### config.mk
export PLATFORM = sky130hd
export DESIGN_NAME = imem_loader
export DESIGN_NICKNAME = d
export VERILOG_FILES = /design/src/rtl/imem_loader.sv
export SDC_FILE = /design/constraint.sdc
export NUM_CORES = 1
export LEC_CHECK = 0
export BUFFER_PORTS_ARGS = -buffer_cell sky130_fd_sc_hd__buf_2
export CORE_ASPECT_RATIO = 0.5
export CORE_MARGIN = 5
export CORE_UTILIZATION = 50
export CTS_BUF_LIST = sky130_fd_sc_hd__clkbuf_16
export CTS_CLUSTER_DIAMETER = 150
export DETAILED_ROUTE_END_ITERATION = 7
export PLACE_DENSITY = 0.74
export REMOVE_ABC_BUFFERS = 1
export SLEW_MARGIN = 10
export SYNTH_ARGS = -nofsm -noshare
export SYNTH_HDL_FRONTEND = slang
export SYNTH_SLANG_ARGS = --single-unit
### constraint.sdc
create_clock -name clk -period 9.4 [get_ports clk]
set_clock_uncertainty 0.2 [all_clocks]
set_input_delay 0.94 -clock clk [delete_from_list [all_inputs] [get_ports clk]]
set_output_delay 0.94 -clock clk [all_outputs]
set_load 0.01 [all_outputs]
### src/rtl/imem_loader.sv
// imem_loader: writable instruction memory filled from a valid/ready byte
// stream. Program bytes are stored little-endian from address 0. The rest of
// the memory is padded with RV32I NOPs (0x00000013). The core is held in
// reset until the load completes.
//
// state  | meaning
// -------+---------------------------------------------------------------
// IDLE   | after reset, waiting for start; core held
// LOAD   | accepting program bytes from the stream
// FILL   | padding the remaining bytes, one per cycle
// DONE   | memory valid, core released
// ERR    | program overflowed memory without a terminator; core held
module imem_loader #(
    parameter int ADDR_W = 5
) (
    input  logic              clk,
    input  logic              rst,
    input  logic              start,
    input  logic              in_valid,
    input  logic [7:0]        in_data,
    input  logic              in_last,
    output logic              in_ready,
    input  logic [ADDR_W-1:0] rd_addr,
    output logic [31:0]       rd_data,
    output logic              cpu_hold,
    output logic              done,
    output logic              err,
    output logic [ADDR_W:0]   load_count
);

    localparam int DEPTH = 1 << ADDR_W;
    localparam logic [ADDR_W-1:0] TOP_ADDR = '1;

    typedef enum logic [2:0] {
        S_IDLE,
        S_LOAD,
        S_FILL,
        S_DONE,
        S_ERR
    } state_t;

    state_t            state;
    state_t            state_nxt;
    logic [ADDR_W-1:0] wptr;
    logic [ADDR_W-1:0] wptr_nxt;
    logic [ADDR_W:0]   count_nxt;
    // Word index is kept at full ADDR_W width so ADDR_W == 2 still works.
    logic [ADDR_W-1:0] last_word;
    logic [ADDR_W-1:0] last_word_nxt;
    logic              wr_en;
    logic [7:0]        wr_data;
    logic              accept;

    logic [7:0] mem [DEPTH];

    assign accept = in_valid && (state == S_LOAD);

    // Next-state, pointer/count updates and the memory write request.
    always_comb begin
        state_nxt     = state;
        wptr_nxt      = wptr;
        count_nxt     = load_count;
        last_word_nxt = last_word;
        wr_en         = 1'b0;
        wr_data       = in_data;
        case (state)
            S_IDLE, S_DONE, S_ERR: begin
                if (start) begin
                    state_nxt = S_LOAD;
                    wptr_nxt  = '0;
                    count_nxt = '0;
                end
            end
            S_LOAD: begin
                if (accept) begin
                    wr_en     = 1'b1;
                    wr_data   = in_data;
                    wptr_nxt  = wptr + ADDR_W'(1);
                    count_nxt = load_count + (ADDR_W+1)'(1);
                    if (in_last) begin
                        if (wptr == TOP_ADDR) begin
                            state_nxt = S_DONE;
                        end else begin
                            state_nxt     = S_FILL;
                            last_word_nxt = wptr >> 2;
                        end
                    end else if (wptr == TOP_ADDR) begin
                        state_nxt = S_ERR;
                    end
                end
            end
            S_FILL: begin
                wr_en    = 1'b1;
                wptr_nxt = wptr + ADDR_W'(1);
                // Bytes sharing a word with the last program byte are zeroed
                // so that partial word is not mistaken for a NOP opcode.
                if ((wptr >> 2) == last_word) begin
                    wr_data = 8'h00;
                end else if (wptr[1:0] == 2'd0) begin
                    wr_data = 8'h13;
                end else begin
                    wr_data = 8'h00;
                end
                if (wptr == TOP_ADDR) begin
                    state_nxt = S_DONE;
                end
            end
            default: begin
                state_nxt = S_IDLE;
            end
        endcase
    end

    // Control registers.
    always_ff @(posedge clk or posedge rst) begin
        if (rst) begin
            state      <= S_IDLE;
            wptr       <= '0;
            load_count <= '0;
            last_word  <= '0;
        end else begin
            state      <= state_nxt;
            wptr       <= wptr_nxt;
            load_count <= count_nxt;
            last_word  <= last_word_nxt;
        end
    end

    // Byte memory; reset fills every word with a NOP.
    always_ff @(posedge clk or posedge rst) begin
        if (rst) begin
            for (int i = 0; i < DEPTH; i++) begin
                mem[i] <= (i[1:0] == 2'd0) ? 8'h13 : 8'h00;
            end
        end else if (wr_en) begin
            mem[wptr] <= wr_data;
        end
    end

    logic [ADDR_W-1:0] ra1;
    logic [ADDR_W-1:0] ra2;
    logic [ADDR_W-1:0] ra3;

    // Little-endian word read; address arithmetic wraps at the memory size.
    always_comb begin
        ra1     = rd_addr + ADDR_W'(1);
        ra2     = rd_addr + ADDR_W'(2);
        ra3     = rd_addr + ADDR_W'(3);
        rd_data = {mem[ra3], mem[ra2], mem[ra1], mem[rd_addr]};
    end

    assign in_ready = (state == S_LOAD);
    assign cpu_hold = (state != S_DONE);
    assign done     = (state == S_DONE);
    assign err      = (state == S_ERR);

endmodule

Yosys cells after proc, flatten, opt, wreduce, memory -nomap -nowiden:

Index checks and enable logic that the tools add are counted.

* bits in registers: 273
* bits of input ports: 18
* logic and storage cells: 108

* add/subtract/negate cells: 5
* magnitude comparators: 6
* equality and inequality tests: 11
* multiplexer cells: 33
* bitwise gates (word level): 6
* reduce and logical (&&, ||, !) cells: 11

Operators by type and width (number)
* bitwise mux 256 bit: 1
* binary-select mux 8 bit (select 5 bit): 4
* 2-to-1 mux 8 bit: 10
* demux 8 bit (select 5 bit): 1
* >= comparator 6 bit, second input constant: 5
* NOT 5 -> 6 bit: 5
* 2-to-1 mux 5 bit: 4
* 2-to-1 mux 3 bit: 5
* case mux 5 bit (3 select lines): 1
* 2-to-1 mux 6 bit: 2
* case mux 6 bit (2 select lines): 1
* adder 5 x 1 -> 5 bit, second input constant: 2
* adder 5 x 2 -> 5 bit, second input constant: 2
* case mux 3 bit (3 select lines): 1
* AND reduction 4 bit: 2
* adder 6 x 1 -> 6 bit, second input constant: 1
* == test 3 x 2 -> 1 bit, second input constant: 2
* less-than comparator 6 x 1 -> 1 bit, second input constant: 1
* != test 3 x 2 -> 1 bit, second input constant: 2
* AND reduction 3 bit: 2
* == test 5 bit, second input constant: 1
* != test 2 bit, second input constant: 2
* == test 3 x 1 -> 1 bit, second input constant: 1
* == test 3 bit: 1
* 11 further kinds: 13

Logic depth before layout (Yosys ltp):

Gate-level depths: netlist (run 1).

* word-level depth: 6
* depth in mapped cells: 12
* depth with buffers taken out: 8

Worst setup path after synthesis (run 1):

OpenSTA, ideal clock, no wires.

* path type: input to output
* start: in rd_addr[1]
* end: out rd_data[29]
* data arrival time: 3.317 ns
* data required time: 8.260 ns
* slack: 4.943 ns
* cell stages on the path: 11
* path buffers: 4
* cells stage by stage: buf_2 -> buf_6 -> inv_1 -> clkbuf_1 -> ha_1 -> xor2_2 -> buf_4 -> mux4_2 -> mux2_2 -> o22ai_1 -> nor2_1

* longest elaborated chain between the ends: 5

RTL lines
* from (decl): line 23 `input logic [ADDR_W-1:0] rd_addr,`
* adder 5 x 2 -> 5 bit: line 148 `ra3 = rd_addr + ADDR_W'(3);`
* NOT 5 -> 6 bit (not written as such): line 149 `rd_data = {mem[ra3], mem[ra2], mem[ra1], mem[rd_addr]};`
* binary-select mux 8 bit (select 5 bit): line 149
* 2-to-1 mux 8 bit (not written as such) (2 in series): line 149
* to (decl): line 24 `output logic [31:0] rd_data,`

Every way passes these cells. The select of a mux whose other input is x is not followed.

Final worst setup path (run 1):

* start: in rd_addr[0]
* end: out rd_data[3]

* longest elaborated chain between the ends: 4

RTL lines (line)
* NOT 5 -> 6 bit (not written as such): 149
* binary-select mux 8 bit (select 5 bit): 149
* 2-to-1 mux 8 bit (not written as such) (2 in series): 149

Every way passes these cells. The select of a mux whose other input is x is not followed.

==> results.tsv, run 1 <==
metric	value	unit
CP Class	in -> out	
max-cap viol count	0	
R2R depth	4	
post-CTS setup buffers	0	
Hold Path Class	reg -> reg	
most frequent CP cell	buf_4	
Worst-Margin Slew	1270	ps
Synth Area in Adders	0.678	%
die area	0.0411	sq mm
pin count of the biggest net entering global routing	133	
Num CTS Buffers	27	
Via density	6.97	
Synth top cells by count	311 x nand2_1, 254 x o21ai_0, 249 x dfrtp_1	
CTS tree	built	
VDD IR max	0.150	mV
Critical Path RT	8260	ps
Hold Violations, Final	0	
Port-buffer cells	59	
Synth Instances	1582	
Final Setup Violations	0	
Ports	60	
ranking of synthesized cells by area	dfrtp_1 34%, mux4_2 27%, o21ai_0 6.9%	
fin. max-slew vios	0	
setup TNS	0	ps
Total GRT Usage	27.2	%
Skew-Pair Late Insertion Delay	550	ps
Cell variety after synth	54	
width of the die	282	microns
die height	146	microns
CTS Sinks	273	
YS warnings	0	
Yosys top cell by area	dfrtp_1	
fin nets	1574	
Synth Area in Compound Gates	11.5	%
ys flop type	dfrtp_1	
final wirelength	55.7	mm
post-CTS sizing	0	
initial cell density of the core	51.0	%
H-tree Lvls	1	
synthesized cell area	0.0184	sq mm
CP Data Arrival Time	4810	ps
crit end category	output port	
vias post-DR	14300	
hold path depth	2	
final core occ	54.2	%
WL/cell	27.1	microns
top cell type's share of synthesized area	33.8	%
GR Overflow Total	0	
vias in the first global route	13800	
Post-Synth XOR/XNOR Area	0.929	%
highest clock rate	168	MHz
Hold Buf Count CTS	0	
Pre-antenna DRT Iters	7	
asr flop ratio synth	100	%
initial antenna violation count	7	
largest family of logic cells by synthesized area	multiplexers	
core box area	0.0362	sq mm
Crit Path Max Fanout	67	
final instance area	0.0196	sq mm
CP max stage cell	buf_4	
share of cells above drive strength 1	30.3	%
pwr dens	208	mW/mm^2
Leak Pwr	0.00798	uW
syn_area_per_cell	11.7	sq um
1st-iter DRT viols	1986	
placed inst area	0.0188	sq mm
Final min period	5950	ps
max_slew headroom	13.2	%
crit-path cells	buf_8, buf_4, buf_4, mux4_2, nor2b_1, a2111oi_0, a211oi_1, buf_2	
synthesis-to-layout area growth	6.35	%
remaining antenna violation count	0	
gpl congestion	0.948	
sum of net half-perimeters after detailed placement	37.3	mm
number of enable flip-flop cells after synthesis	0	
global-route wire length before repair	86.8	mm
proportion of synthesized area in mux cells	36.9	%
kind of start point of the critical path	input port	
status	complete, no violations	
Seq cells post-synth	273	
slowest stage delay, CP	830	ps
clk slew on worst S/H paths	70	ps
CTS max path bufs	3	
Power Total	4080	uW
area share of and/or/nand/nor cells after synthesis	8.36	%
most frequent cell after synthesis	nand2_1	
row count	49	
RSZ-0062 raised after global routing	false	
sequential share of the synthesized area	37.2	%
DRC viols	0	
Tcrit/Tclk final	63.3	%
clk root buf	clkbuf_16	
==> worst max-delay path: cells and delay by family <==
kind | cells | cell delay [ps]
compound gates | 2 | 790
buf+inv | 4 | 2260
mux | 1 | 590
simple gates | 1 | 140
==> path summary, 6_finish.rpt <==
check | from | end | slack, ps
min reg2reg | mem[28] | mem[28] | 290
min | mem[28] | mem[28] | 290
min in group asynchronous | rst | mem[254] | 380
max in group asynchronous | rst | mem[149] | 7070
max reg2reg | state[2] | mem[37] | 6240
max | rd_addr[0] | rd_data[3] | 3450
==> state kept, by name (all words and copies together), names as in the netlist <==
name,count
wptr,5
load_count,6
last_word,3
mem,256
state,3
==> report_power, final <==
part | internal, uW | switching (uW) | leakage, uW
logic | 608 | 699 | 0.00389
clock network | 578 | 489 | 0.000430
registers | 1410 | 299 | 0.00365
==> final cells by class <==
class / instances / area, sq um
inverter: 14 / 60.1
clock inverter: 22 / 161
clock buffer: 27 / 676
multi-input combinational: 1157 / 10800
sequential: 273 / 6860
tap: 484 / 606
antenna: 1 / 2.50
fill: 3015 / 16600
timing repair buffer: 73 / 415
==> layer usage <==
layer	global-route usage [%]	routed length, microns	vias to the layer above
met3	10.1	8040	192
met1	38.4	21200	7191
met2	39.5	24000	953
met5	0	70	-
li1	-	-	5942
met4	8.75	2420	12
==> placed cells by master, fill, tap and decap left out, drive strengths merged, types with 4 or more instances in the layout <==
| master | count |
|---|---|
| a2111oi | 8 |
| a211oi | 20 |
| a21oi | 10 |
| a221oi | 16 |
| a22o | 10 |
| buf | 73 |
| clkbuf | 27 |
| clkinv | 13 |
| dfrtp | 249 |
| dfstp | 24 |
| ha | 10 |
| inv | 19 |
| mux2 | 92 |
| mux2i | 73 |
| mux4 | 224 |
| nand2 | 312 |
| nand3 | 6 |
| nor2 | 28 |
| nor2b | 12 |
| nor3 | 4 |
| o21ai | 263 |
| o22ai | 25 |
| xnor2 | 11 |
| xor2 | 6 |
==> through the flow <==
stage	cells	hold WS [ps]	setup WS (ps)
after CTS	2050	291	3460
after global routing	2050	321	3220
after global placement	2001	276	3640
final	2051	293	3450
after floorplan	1444	261	776
after detailed placement	2001	281	3490
==> cell families after synthesis <==
| group | Yosys count |
|---|---|
| simple gates | 378 |
| xor+xnor | 17 |
| buf+inv | 152 |
| flops | 273 |
| mux | 389 |
| fa+ha+maj | 10 |
| compound gates | 363 |
(Power assumes the default switching activity.)
==> run 2, diff against run 1 <==
==> constraint.sdc (replaced) <==
create_clock -name clk -period 5.5 [get_ports clk]
set_clock_uncertainty 0.2 [all_clocks]
set_input_delay 0.55 -clock clk [delete_from_list [all_inputs] [get_ports clk]]
set_output_delay 0.55 -clock clk [all_outputs]
set_load 0.01 [all_outputs]
==> results.tsv, run 2 (synthesis results as in run 1) <==
metric	value	unit	change
status	finished with violations		
failing checks	hold timing		
kind of start point of the critical path	input port		
crit-path cells	buf_4, ha_4, buf_12, mux4_2, mux2i_1, a221oi_1, buf_2		
Ports	60		unchanged
Reg with most FFs	mem		
share of cells above drive strength 1	30.6	%	+0.33 points
gpl congestion	0.907		-4.4%
Port-buffer cells	59		unchanged
width of the die	282	microns	unchanged
post-CTS sizing	0		unchanged
Critical Path RT	4750	ps	-3510 ps
Buf+Inv Stages, Crit Path	3		-1
highest clock rate	235	MHz	
clk root buf	clkbuf_16		
CP Class	in -> out		
Fillers	3004		-0.36%
clk slew on worst S/H paths	60	ps	about the same
fin. max-slew vios	0		unchanged
biggest regs	mem: 256 flops, load_count: 6 flops, wptr: 5 flops		
most common cell after layout, fill and taps aside	nand2_1		
Pre-antenna DRT Iters	5		-2
CP max stage cell	a221oi_1		
CTS tree	built		
initial cell density of the core	51.0	%	unchanged
initial antenna violation count	4		-3
max-cap viol count	0		unchanged
DRC viols	0		unchanged
die height	146	microns	unchanged
Placement Setup Slack	1240	ps	-2240 ps
synthesis-to-layout area growth	7.29	%	
Power Total	7040	uW	+72%
fin nets	1582		+0.51%
CTS Sinks	273		unchanged
Leak Pwr	0.00807	uW	+1.2%
row count	49		unchanged
WL/cell	26.5	microns	-2.3%
worst r2r dst	mem[183]		
vias in the first global route	13500		-1.9%
Worst-Margin Slew	1190	ps	-81.3 ps
Finished Layout Cells	2059		+0.39%
Via density	6.91		-0.83%
flop2flop setup slack	2470	ps	-3770 ps
remaining antenna violation count	0		unchanged
max FFs per register	256		unchanged
Crit path max-delay family	buffers and inverters		
RSZ-0062 raised after global routing	false		
CTS max path bufs	3		unchanged
crit end category	output port		
Tcrit/Tclk final	77.5	%	
vias post-DR	14200		-0.45%
Hold Path Class	in -> async		
worst r2r src	state[2]		
slowest stage delay, CP	710	ps	-120 ps
final wirelength	54.6	mm	-1.9%
max_slew headroom	20.5	%	+7.3 points
Final Setup Violations	0		unchanged
Hold Buf Count CTS	0		unchanged
Hold Violations, Final	5		+5
placed insts	2009		+0.40%
Final min period	4260	ps	
CP Data Arrival Time	3510	ps	-1300 ps
Num CTS Buffers	27		unchanged
core box area	0.0362	sq mm	unchanged
sum of net half-perimeters after detailed placement	37.2	mm	-0.31%
1st-iter DRT viols	2049		+3.2%
diode count	0		-1
pwr dens	355	mW/mm^2	+71%
Worst path depth	7		-1
worst hold margin	-21.3	ps	-314 ps
R2R depth	4		unchanged
die area	0.0411	sq mm	unchanged
GR Overflow Total	0		unchanged
VDD IR max	0.268	mV	+78%
global-route wire length before repair	85.1	mm	-1.9%
post-CTS setup buffers	0		unchanged
Skew-Pair Late Insertion Delay	560	ps	about the same
setup ws final	1240	ps	-2210 ps
Crit Path Max Fanout	43		-36%
most frequent cells in the layout	311 x nand2_1, 254 x o21ai_0, 249 x dfrtp_1, 224 x mux4_2, 92 x mux2_2		
Total GRT Usage	26.7	%	-0.56 points
final core occ	54.7	%	+0.48 points
H-tree Lvls	1		unchanged
pin count of the biggest net entering global routing	140		+5.3%
-- run 2: cell count changes in the layout (fill, tap and decap cells not counted), sizes merged --
cell	delta
bufinv	+2
inv	+5
clkinvlp	+1
clkinv	-7
diode	-1
buf	+8
-- run 2: worst max-delay path by stage --
| stage | from | to | slack, ps |
|---|---|---|---|
| after global routing | rd_addr[2] | rd_data[16] | 1150 |
| final | rd_addr[2] | rd_data[16] | 1240 |
| after CTS | rd_addr[2] | rd_data[16] | 1250 |
| after detailed placement | rd_addr[2] | rd_data[16] | 1240 |
| after global placement | rd_addr[2] | rd_data[16] | 1280 |
| after floorplan | rst | last_word[0] | -2730 |
-- run 2: routing by layer --
| layer | global-route usage [%] | part of all wire (%) | wire length (microns) |
|---|---|---|---|
| met1 | 38.9 | 39 | 21400 |
| met2 | 40.0 | 44 | 24200 |
| met3 | 7.50 | 13 | 6980 |
| met4 | 6.65 | 3.7 | 2000 |
| met5 | 0 | 0.095 | 52 |
-- run 2: stage by stage --
| stage | TNS (ps) | hold slack (ps) | area, sq um |
|---|---|---|---|
| finish | 0 | -21.3 | 19800 |
| global route | 0 | 86.4 | 19800 |
| CTS | 0 | 42.5 | 19800 |
| detailed placement | 0 | 290 | 18900 |
| global placement | 0 | 278 | 18900 |
| floorplan | -695220 | 261 | 17700 |
-- run 2: power breakdown --
group	internal [uW]	switching (uW)	total (uW)
clock	1080	843	1930
combinational	1050	1170	2220
sequential	2410	479	2890
-- run 2: layout make-up --
cell class | count | area [sq um] | share of cell area [%]
clock buffer | 27 | 676 | 3.41
clock inverter | 23 | 218 | 1.10
inverter | 14 | 60.1 | 0.303
multi-input combinational | 1157 | 10800 | 54.7
sequential | 273 | 6860 | 34.7
tap | 484 | 606 | 3.06
timing repair buffer | 81 | 538 | 2.72
==> run 3, diff against run 2 <==
--- a/config.mk
+++ b/config.mk
@@ -5,6 +5,7 @@
 export SDC_FILE = /design/constraint.sdc
 export NUM_CORES = 1
 export LEC_CHECK = 0
+export ABC_AREA = 1
 export BUFFER_PORTS_ARGS = -buffer_cell sky130_fd_sc_hd__buf_2
 export CORE_ASPECT_RATIO = 0.5
 export CORE_MARGIN = 5
==> constraint.sdc (replaced) <==
create_clock -name clk -period 4.3 [get_ports clk]
set_clock_uncertainty 0.2 [all_clocks]
set_input_delay 0.43 -clock clk [delete_from_list [all_inputs] [get_ports clk]]
set_output_delay 0.43 -clock clk [all_outputs]
set_load 0.01 [all_outputs]
==> results.tsv, run 3 <==
metric	value	unit	change
max FFs per register	256		unchanged
max_slew headroom	34.4	%	+14 points
width of the die	285	microns	+1.1%
YS warnings	0		unchanged
Hold Violations, Final	0		-5
most common cell after layout, fill and taps aside	nand2_1		
asr flop ratio synth	100	%	unchanged
pwr dens	428	mW/mm^2	+21%
max-cap viol count	0		unchanged
VDD IR max	0.420	mV	+57%
CP endpoint	rd_data[28]		
Cell variety after synth	35		-35%
Port-buffer cells	59		unchanged
crit end category	output port		
ys flop type	dfrtp_1		
Critical Path RT	3670	ps	-1080 ps
H-tree Lvls	1		unchanged
die height	147	microns	+1.0%
WL/cell	20.8	microns	-22%
GR Overflow Total	0		unchanged
most frequent cells in the layout	1215 x nand2_1, 866 x nand3_1, 249 x dfrtp_1, 143 x o21ai_0, 73 x nor2_1		
worst r2r src	state[0]		
worst hold margin	175	ps	+196 ps
RSZ-0062 raised after global routing	false		
gpl congestion	1.00		+10%
register area	0.00686	sq mm	unchanged
Synth Instances	2948		+86%
synthesized cell area	0.0189	sq mm	+2.2%
Final min period	3560	ps	
most frequent cell after synthesis	nand2_1		
highest clock rate	281	MHz	
final wirelength	70.5	mm	+29%
number of enable flip-flop cells after synthesis	0		unchanged
DRC viols	19		+19
CP Data Arrival Time	2930	ps	-580 ps
CTS max path bufs	3		unchanged
core box area	0.0373	sq mm	+3.1%
failing checks	DRC		
CTS tree	built		
biggest regs	mem: 256 flops, load_count: 6 flops, wptr: 5 flops		
initial antenna violation count	1		-3
vias post-DR	20700		+46%
Reg with most FFs	mem		
kind of start point of the critical path	input port		
share of cells above drive strength 1	7.32	%	-23 points
Yosys top cell by area	dfrtp_1		
row count	50		+2.0%
Via density	6.11		-12%
Num CTS Buffers	27		unchanged
Reg power frac	37.8	%	-3.3 points
Internal	5290	uW	+17%
top cell type's share of synthesized area	33.1	%	-0.72 points
vias in the first global route	18700		+38%
Fillers	3636		+21%
post-CTS setup buffers	0		unchanged
worst r2r dst	mem[243]		
Final Setup Violations	0		unchanged
Pre-antenna DRT Iters	8		+3
Worst-Margin Slew	984	ps	-204 ps
Seq cells post-synth	273		unchanged
syn_area_per_cell	6.40	sq um	-45%
CP Class	in -> out		
initial cell density of the core	50.6	%	-0.44 points
status	finished with violations		
flop2flop setup slack	1240	ps	-1230 ps
Psw	3380	uW	+35%
ranking of synthesized cells by area	dfrtp_1 33%, nand2_1 24%, nand3_1 23%		
CP startpoint	rd_addr[1]		
die area	0.0419	sq mm	+2.1%
Hold Path Class	in -> reg		
pin count of the biggest net entering global routing	191		+36%
Synth top cells by count	1215 x nand2_1, 866 x nand3_1, 249 x dfrtp_1		
combinational share of power	31.1	%	-0.5 points
clk root buf	clkbuf_16		
final core occ	54.3	%	-0.43 points
1st-iter DRT viols	3441		+68%
CTS Sinks	273		unchanged
Clock power frac	31.1	%	+3.7 points
global-route wire length before repair	109	mm	+28%
Tcrit/Tclk final	82.8	%	
synthesis-to-layout area growth	7.37	%	about the same
remaining antenna violation count	0		unchanged
diode count	0		unchanged
Sw Ratio	39.0	%	+3.5 points
Crit Path Max Fanout	128		+200%
clk slew on worst S/H paths	70	ps	about the same
Ports	60		unchanged
fin nets	2906		+84%
Skew-Pair Late Insertion Delay	560	ps	about the same
sequential share of the synthesized area	36.4	%	-0.80 points
sum of net half-perimeters after detailed placement	47.2	mm	+27%
R2R depth	5		+1
fin. max-slew vios	0		unchanged
Leak Pwr	0.0102	uW	+26%
Total GRT Usage	32.9	%	+6.2 points
Multi-input gate area	0.0107	sq mm	-1.3%
## run 3: cell count changes in the layout (fill, tap and decap cells not counted), moves of 15 or more
cell and change:
a211oi_1 -16, a21oi_1 +15, buf_4 +21, mux4_2 -224
inv_1 +43, o21ai_0 -111, nand3_1 +861, a221oi_1 -16
mux2_2 -92, nand2_1 +904, nor2_1 +45, mux2i_1 -73
o22ai_1 -25
## run 3: how the worst min path moves through the flow
stage | from | to | slack [ps] | cells past startpoint
after floorplan | mem[184] | mem[184] | 260 | 2
after global placement | mem[184] | mem[184] | 270 | 2
after detailed placement | mem[252] | mem[252] | 270 | 2
after CTS | start | state[1] | 160 | 7
after global routing | start | state[0] | 190 | 6
final | start | state[1] | 180 | 7
## run 3: kinds of logic (layout without fill, tap and decap cells)
group | Yosys count | in the layout | share of synthesized area (%)
compound gates | 195 | 195 | 5.41
fa+ha+maj | 10 | 10 | 0.664
xor+xnor | 10 | 10 | 0.465
buf+inv | 280 | 230 | 6.98
flops | 273 | 273 | 36.4
simple gates | 2180 | 2180 | 50.1
## run 3: what timing repair did
item                                    in CTS  in global routing
resized for setup                            0                  0
endpoints found under the setup margin       0                  0
hold buffers                                 3                  0
endpoints found under the hold margin      102                  0
## run 3: power by group through the flow
stage	Clock (uW)	Combinational, uW	Sequential [uW]
2_1_floorplan	0	1680	3190
3_3_place_gp	0	2570	3310
3_5_place_dp	0	2610	3310
4_1_cts	2720	2620	3270
5_1_grt	2830	2940	3310
6_report	2700	2700	3280
## run 3: critical path, stage by stage
cell and delay, ps:
buf_4 280, inv_4 190, ha_4 350, buf_12 450, nand3_1 140, nand3_1 120, nand3_1 70, nand3_1 260
nand2_1 250, buf_2 210
## run 3: metrics by stage
step	total power (uW)	cell area (sq um)	setup WS, ps	TNS (ps)	instances
5_1_grt	9090	20200	657	0	3392
6_report	8670	20200	740	0	3392
4_1_cts	8610	20200	945	0	3392
2_1_floorplan	4870	17800	-4250	-1063280	2739
3_5_place_dp	5920	19200	947	0	3340
3_3_place_gp	5880	19200	943	0	3340
## run 3: routing by layer
layer	global-route usage, %	vias up	share of wire [%]
met4	10.7	2	3.7
li1	-	9616	-
met5	0	-	0.017
met1	46.9	9652	41
met3	9.75	197	14
met2	47.9	1267	41
## run 3: layout make-up
cell class	count	area share [%]
sequential	273	33.9
timing repair buffer	110	4.00
inverter	71	1.40
clock inverter	22	1.50
multi-input combinational	2395	52.8
tap	494	3.05
clock buffer	27	3.34
